==> src/rtl/render_pkg.sv <==
// render_pkg: job descriptor carried through the scheduler queue and the
// scheduler state encoding shared by the render front-end blocks.
package render_pkg;

  localparam int JOB_FIELD_W = 32;

  typedef struct packed {
    logic [JOB_FIELD_W-1:0] base;
    logic [JOB_FIELD_W-1:0] num_tris;
    logic                   last;
  } job_t;

  typedef enum logic [1:0] {
    ST_IDLE       = 2'd0,
    ST_LAUNCH     = 2'd1,
    ST_RUN        = 2'd2,
    ST_FRAME_DONE = 2'd3
  } sched_state_e;

endpackage

==> src/rtl/job_fifo.sv <==
// job_fifo: synchronous job queue with wrap-bit pointers and full/empty flags.
// The head entry is presented combinationally on rd_data whenever not empty.
module job_fifo
  import render_pkg::*;
#(
  parameter int  DEPTH     = 4,
  parameter type payload_t = job_t
) (
  input  logic     clk,
  input  logic     rst,
  input  logic     push,
  input  logic     pop,
  input  payload_t wr_data,
  output payload_t rd_data,
  output logic     full,
  output logic     empty
);

  localparam int PW = $clog2(DEPTH);

  payload_t       mem_q [DEPTH];
  logic [PW:0]    wr_ptr_q, wr_ptr_d;
  logic [PW:0]    rd_ptr_q, rd_ptr_d;
  logic           do_push, do_pop;

  always_comb begin
    do_push  = push && !full;
    do_pop   = pop && !empty;
    wr_ptr_d = wr_ptr_q + {{PW{1'b0}}, do_push};
    rd_ptr_d = rd_ptr_q + {{PW{1'b0}}, do_pop};
  end

  assign empty   = (wr_ptr_q == rd_ptr_q);
  assign full    = (wr_ptr_q[PW] != rd_ptr_q[PW]) &&
                   (wr_ptr_q[PW-1:0] == rd_ptr_q[PW-1:0]);
  assign rd_data = mem_q[rd_ptr_q[PW-1:0]];

  always_ff @(posedge clk or posedge rst) begin
    if (rst) begin
      wr_ptr_q <= '0;
      rd_ptr_q <= '0;
    end else begin
      wr_ptr_q <= wr_ptr_d;
      rd_ptr_q <= rd_ptr_d;
    end
  end

  // Storage is only meaningful behind the pointers, so it carries no reset.
  always_ff @(posedge clk) begin
    if (do_push) begin
      mem_q[wr_ptr_q[PW-1:0]] <= wr_data;
    end
  end

endmodule

==> src/rtl/primitive_job_scheduler.sv <==
// primitive_job_scheduler: queues render jobs and launches them one at a time on the
// primitive assembler. Define PRIM_JOB_SCHED_PERF_EN to add o_prim_count/o_frame_cycles.
module primitive_job_scheduler
  import render_pkg::*;
#(
  parameter  int MAX_TRIANGLE_COUNT = 2048,
  parameter  int INDEX_BUFFER_DEPTH = 8192,
  parameter  int JOB_FIFO_DEPTH     = 4,
  localparam int TW                 = $clog2(MAX_TRIANGLE_COUNT),
  localparam int AW                 = $clog2(INDEX_BUFFER_DEPTH)
) (
  input  logic          clk,
  input  logic          rst,
  input  logic          i_job_valid,
  output logic          o_job_ready,
  input  logic [AW-1:0] i_job_base,
  input  logic [TW-1:0] i_job_num_tris,
  input  logic          i_job_last,
  output logic          o_pa_start,
  output logic [TW-1:0] o_pa_num_triangles,
  input  logic          i_pa_ready,
  input  logic          i_pa_finished,
  input  logic          i_pa_dv,
  input  logic [TW-1:0] i_pa_tri_addr,
  output logic [AW-1:0] o_tri_addr,
  output logic          o_busy,
  output logic          o_frame_done,
  output logic          o_err
`ifdef PRIM_JOB_SCHED_PERF_EN
  ,
  output logic [31:0]   o_prim_count,
  output logic [31:0]   o_frame_cycles
`endif
);

  job_t          fifo_wr, fifo_rd;
  logic          fifo_full, fifo_empty, fifo_push, fifo_pop;
  sched_state_e  state_q, state_d;
  logic [AW-1:0] base_q, base_d;
  logic [TW-1:0] num_q, num_d;
  logic          last_q, last_d;
  logic          err_q, err_d;
  logic          ready_en_q, ready_en_d;
  logic [AW-1:0] head_base;
  logic [TW-1:0] head_num;
  logic [AW:0]   head_end;
  logic          head_bad;
  logic          head_unused;

  assign fifo_wr.base     = JOB_FIELD_W'(i_job_base);
  assign fifo_wr.num_tris = JOB_FIELD_W'(i_job_num_tris);
  assign fifo_wr.last     = i_job_last;

  // Ready is held low until the first edge after reset is released.
  assign o_job_ready = ready_en_q && !fifo_full;
  assign fifo_push   = i_job_valid && o_job_ready;

  job_fifo #(
    .DEPTH     (JOB_FIFO_DEPTH),
    .payload_t (job_t)
  ) u_job_fifo (
    .clk     (clk),
    .rst     (rst),
    .push    (fifo_push),
    .pop     (fifo_pop),
    .wr_data (fifo_wr),
    .rd_data (fifo_rd),
    .full    (fifo_full),
    .empty   (fifo_empty)
  );

  assign head_base   = fifo_rd.base[AW-1:0];
  assign head_num    = fifo_rd.num_tris[TW-1:0];
  assign head_unused = ^{fifo_rd.base[JOB_FIELD_W-1:AW], fifo_rd.num_tris[JOB_FIELD_W-1:TW]};
  assign head_end    = {1'b0, head_base} + (AW+1)'(head_num);
  assign head_bad    = head_end > (AW+1)'(INDEX_BUFFER_DEPTH);

  always_comb begin
    state_d    = state_q;
    base_d     = base_q;
    num_d      = num_q;
    last_d     = last_q;
    err_d      = err_q;
    ready_en_d = 1'b1;
    fifo_pop   = 1'b0;
    case (state_q)
      ST_IDLE: begin
        if (!fifo_empty) begin
          fifo_pop = 1'b1;
          base_d   = head_base;
          num_d    = head_num;
          last_d   = fifo_rd.last;
          // Out-of-range and empty jobs never reach the assembler.
          if (head_bad) begin
            err_d   = 1'b1;
            state_d = fifo_rd.last ? ST_FRAME_DONE : ST_IDLE;
          end else if (head_num == '0) begin
            state_d = fifo_rd.last ? ST_FRAME_DONE : ST_IDLE;
          end else begin
            state_d = ST_LAUNCH;
          end
        end
      end
      ST_LAUNCH: begin
        if (i_pa_ready) begin
          state_d = ST_RUN;
        end
      end
      ST_RUN: begin
        if (i_pa_finished) begin
          state_d = last_q ? ST_FRAME_DONE : ST_IDLE;
        end
      end
      ST_FRAME_DONE: begin
        state_d = ST_IDLE;
      end
      default: begin
        state_d = ST_IDLE;
      end
    endcase
  end

  always_ff @(posedge clk or posedge rst) begin
    if (rst) begin
      state_q    <= ST_IDLE;
      base_q     <= '0;
      num_q      <= '0;
      last_q     <= 1'b0;
      err_q      <= 1'b0;
      ready_en_q <= 1'b0;
    end else begin
      state_q    <= state_d;
      base_q     <= base_d;
      num_q      <= num_d;
      last_q     <= last_d;
      err_q      <= err_d;
      ready_en_q <= ready_en_d;
    end
  end

  assign o_pa_start         = (state_q == ST_LAUNCH) && i_pa_ready;
  assign o_frame_done       = (state_q == ST_FRAME_DONE);
  assign o_busy             = !fifo_empty || (state_q != ST_IDLE);
  assign o_err              = err_q;
  assign o_pa_num_triangles = num_q;
  assign o_tri_addr         = base_q + AW'(i_pa_tri_addr);

`ifdef PRIM_JOB_SCHED_PERF_EN
  logic        frame_open_q, frame_open_d;
  logic [31:0] prim_count_q, prim_count_d;
  logic [31:0] frame_cycles_q, frame_cycles_d;

  // A frame opens at its first pop and closes in the frame-done cycle; counts then hold.
  always_comb begin
    frame_open_d   = frame_open_q;
    prim_count_d   = prim_count_q;
    frame_cycles_d = frame_cycles_q;
    if (fifo_pop && !frame_open_q) begin
      frame_open_d   = 1'b1;
      prim_count_d   = '0;
      frame_cycles_d = 32'd1;
    end else if (frame_open_q) begin
      if (state_q == ST_FRAME_DONE) begin
        frame_open_d = 1'b0;
      end else begin
        frame_cycles_d = frame_cycles_q + 32'd1;
      end
      if ((state_q == ST_RUN) && i_pa_dv) begin
        prim_count_d = prim_count_q + 32'd1;
      end
    end
  end

  always_ff @(posedge clk or posedge rst) begin
    if (rst) begin
      frame_open_q   <= 1'b0;
      prim_count_q   <= '0;
      frame_cycles_q <= '0;
    end else begin
      frame_open_q   <= frame_open_d;
      prim_count_q   <= prim_count_d;
      frame_cycles_q <= frame_cycles_d;
    end
  end

  assign o_prim_count   = prim_count_q;
  assign o_frame_cycles = frame_cycles_q;
`else
  logic dv_unused;
  assign dv_unused = i_pa_dv;
`endif

endmodule

==> config.mk <==
export PLATFORM = sky130hd
export DESIGN_NAME = primitive_job_scheduler
export DESIGN_NICKNAME = d
export VERILOG_FILES = /design/src/rtl/render_pkg.sv /design/src/rtl/job_fifo.sv /design/src/rtl/primitive_job_scheduler.sv
export SDC_FILE = /design/constraint.sdc
export NUM_CORES = 1
export LEC_CHECK = 0
export BUFFER_PORTS_ARGS = -buffer_cell sky130_fd_sc_hd__buf_2
export CORE_UTILIZATION = 55
export DETAILED_ROUTE_END_ITERATION = 7
export PLACE_DENSITY = 0.85
export SYNTH_ARGS = -nofsm -noshare
export SYNTH_HDL_FRONTEND = slang
export SYNTH_SLANG_ARGS = --single-unit
export TNS_END_PERCENT = 30
==> constraint.sdc <==
create_clock -name clk -period 4.08 [get_ports clk]
set_input_delay 0 -clock clk [delete_from_list [all_inputs] [get_ports clk]]
set_output_delay 0 -clock clk [all_outputs]
set_load 0.05 [all_outputs]
==> results.ini <==
[run_status]
status = finished clean

[detailed_routing]
remaining_drc_errors = 0
wl_per_cell_um = 19.08
num_vias = 3823
firstDrtPassIters = 4
drtIter0Drc = 284
routed_wl_um = 12670
ant_nets = 0
vias_per_cell = 5.758

[global_route]
grt_pass1_wl_um = 19870
antenna_found_initial = 0
grt_max_degree = 36
gr-total-overflow = 0
grt_pass1_vias = 3961
grt_usage_pct = 23.92

[setup_path]
cp.required_ns = 4.54
cp_cell_sequence = buf_8 > mux4_2 > ha_1 > inv_1 > fa_1 > nor2b_4 > o211ai_1 > a311oi_2 > a21oi_1 > xnor2_1 > o41ai_2 > buf_4 > nand2_1 > a21oi_1 > dlygate4sd3_1
critPathSlowestCell = dlygate4sd3_1
cp_data_arrival_time_ns = 4.37
path_max_fanout = 16
cp-start-kind = flip-flop
endpoint_kind = flip-flop
max_stage_delay_ns = 0.56
crit_path_frequent_cell = a21oi_1
crit_type = flip-flop to flip-flop

[finish]
layout_commonest_cell = edfxtp_1
regArea_um2 = 3880
multiInputGateArea_um2 = 2196
fin_nets = 581
n_antenna_cell = 0
fillers = 683
area_growth_pct = 22.42
drive_gt1_share_pct = 32.44
layout_common_cells = 100 x edfxtp_1, 69 x buf_2, 34 x dfrtp_1

[yosys]
syn_nets = 461
ys_seq_elements = 135
yosysWarnings = 0
ys_types = 56
synth_seq_area_share_pct = 62.96
syn_area_um2 = 6161
avgSynthCellArea_um2 = 15.76
synth-edff-count = 100
synth.top_cell.area_share_pct = 48.74
synth.top_cells.by_area = edfxtp_1 49%, dfrtp_1 14%, mux4_2 9.1%, ha_1 5.3%, mux2_2 4.4%
yosysTopAreaCell = edfxtp_1
ys.flop_type = edfxtp_1
synthArstFlopShare_pct = 25.93
syn_inst = 391

[sta]
worst_slew_pin_slew_ns = 0.5665
hold_viol_final = 0
slew_viol_final = 0
fin_crit_sh_pct = 95.93
setup_viol = 0
setup_tns_ns = 0
slew_headroom_pct = 62.19
rsz0062_at_grt = false
min_period_ns = 3.914
fin_skew_ns = 0.009822
timing.fmax_ghz = 0.2555

[job]
cap_violations = 0

[clock_tree]
clockBufferDepth = 2
postCtsSetupBuffers = 0
clk_pin_slew_ns = 0.06
cts_sinks = 135
htreeDepth = 4
clk_latency_ns = 0.52
cts_buffers = 17
cts_tree = done
cts_root_buf = clkbuf_8

[floorplan]
die_height_um = 107.8
die_w_um = 107.8
design.die.area_um2 = 11630
start_util_pct = 56.58
std_cell_rows = 38
top_level_ports = 71
core_um2 = 10890

[placement]
gp_congestion = 0.7922
place_hpwl_um = 8368
io_buffers = 69

[worst_hold_path]
hp-class = primary input to flip-flop

-- flip-flops by register name, summed over array words and instances (netlist names) --
name / count
base_q: 13
ready_en_q: 1
state_q: 2
u_job_fifo.rd_ptr_q: 3
o_err: 1
u_job_fifo.wr_ptr_q: 3
last_q: 1
u_job_fifo.mem_q: 100
o_pa_num_triangles: 11
-- cell usage after synthesis (2+ instances only) --
master and number:
a211oi_1 3, a21o_1 5, a21oi_1 15, a31oi_1 3, and2_1 2, buf_2 5
clkbuf_1 3, dfrtp_1 35, edfxtp_1 100, fa_1 2, ha_1 26, inv_1 15
mux2_2 24, mux4_2 25, nand2_1 17, nand2b_1 3, nand3_1 7, nand3b_1 2
nor2_1 21, nor2b_1 3, nor3_1 5, nor3b_1 3, nor4_1 3, o2111ai_1 2
o21ai_0 11, o21ai_1 4, o21bai_1 2, xnor2_1 13, xor2_1 5
-- cell families after synthesis --
kind of cell / after synthesis / share of synthesized area, %
flops: 135 / 62.96
compound gates: 61 / 7.027
xor+xnor: 18 / 2.559
fa+ha+maj: 28 / 5.930
buf+inv: 25 / 1.807
simple gates: 74 / 6.133
other cells: 1 / 0.06087
mux: 49 / 13.53
-- layout make-up --
type	instances	area share, %
Tap cell	140	2.322
Clock buffer	26	6.072
Clock inverter	6	0.4313
Sequential cell	135	51.44
Timing Repair Buffer	111	9.871
Multi-Input combinational cell	231	29.11
Inverter	15	0.7465
-- critical path, delay by kind of cell (launching register included) --
| family | cells | cell delay (ns) |
|---|---|---|
| AO/OA/AOI/OAI | 5 | 1.05 |
| XOR/XNOR | 1 | 0.15 |
| adder cells (fa/ha/maj) | 2 | 0.61 |
| buffers and inverters | 4 | 1.00 |
| flip-flops | 1 | 0.40 |
| multiplexers | 1 | 0.40 |
| AND/OR/NAND/NOR | 2 | 0.23 |
-- per-layer routing --
layer	vias up	share of wire, %	wire length [um]	track usage [%]
met3	27	5.5	691	6.053
met2	143	51	6517	40.34
met1	1896	41	5142	28.95
met5	-	0	0	0
li1	1757	-	-	-
met4	0	2.5	318	10.96
-- stage by stage --
step                hold slack, ns  std cells  worst slack (ns)  utilization, %  cell area, um^2
finish                     0.03675        664            0.1663           69.27             7542
global route               0.03925        664           0.02246           69.27             7542
detailed placement          0.1321        603            0.4829           61.85             6734
global placement            0.1203        603            0.5880           61.85             6734
floorplan                  0.09887        391            0.2480               -             6161
CTS                       0.002560        664            0.1146           69.02             7515
-- timing repair --
| item | CTS | global route |
|---|---|---|
| hold endpoints to repair | 137 | 0 |
| hold buffers | 29 | 0 |
| gates resized for setup | 0 | 7 |
| endpoints found under the setup margin | 0 | 1 |
-- final timing paths --
kind	startpoint	end	slack, ns	cells past startpoint
max	u_job_fifo.rd_ptr_q[0]	state_q[0]	0.17	15
min	i_job_valid	u_job_fifo.wr_ptr_q[0]	0.04	3
max reg2reg	u_job_fifo.rd_ptr_q[0]	state_q[0]	0.17	15
min reg2reg	o_pa_num_triangles[0]	o_pa_num_triangles[0]	0.50	1
max in group asynchronous	rst	u_job_fifo.rd_ptr_q[1]	3.58	4
min in group asynchronous	rst	state_q[0]	0.13	4
Power is not shown: default switching activity piles up to over one toggle a cycle in this logic, so the estimate is an artifact.
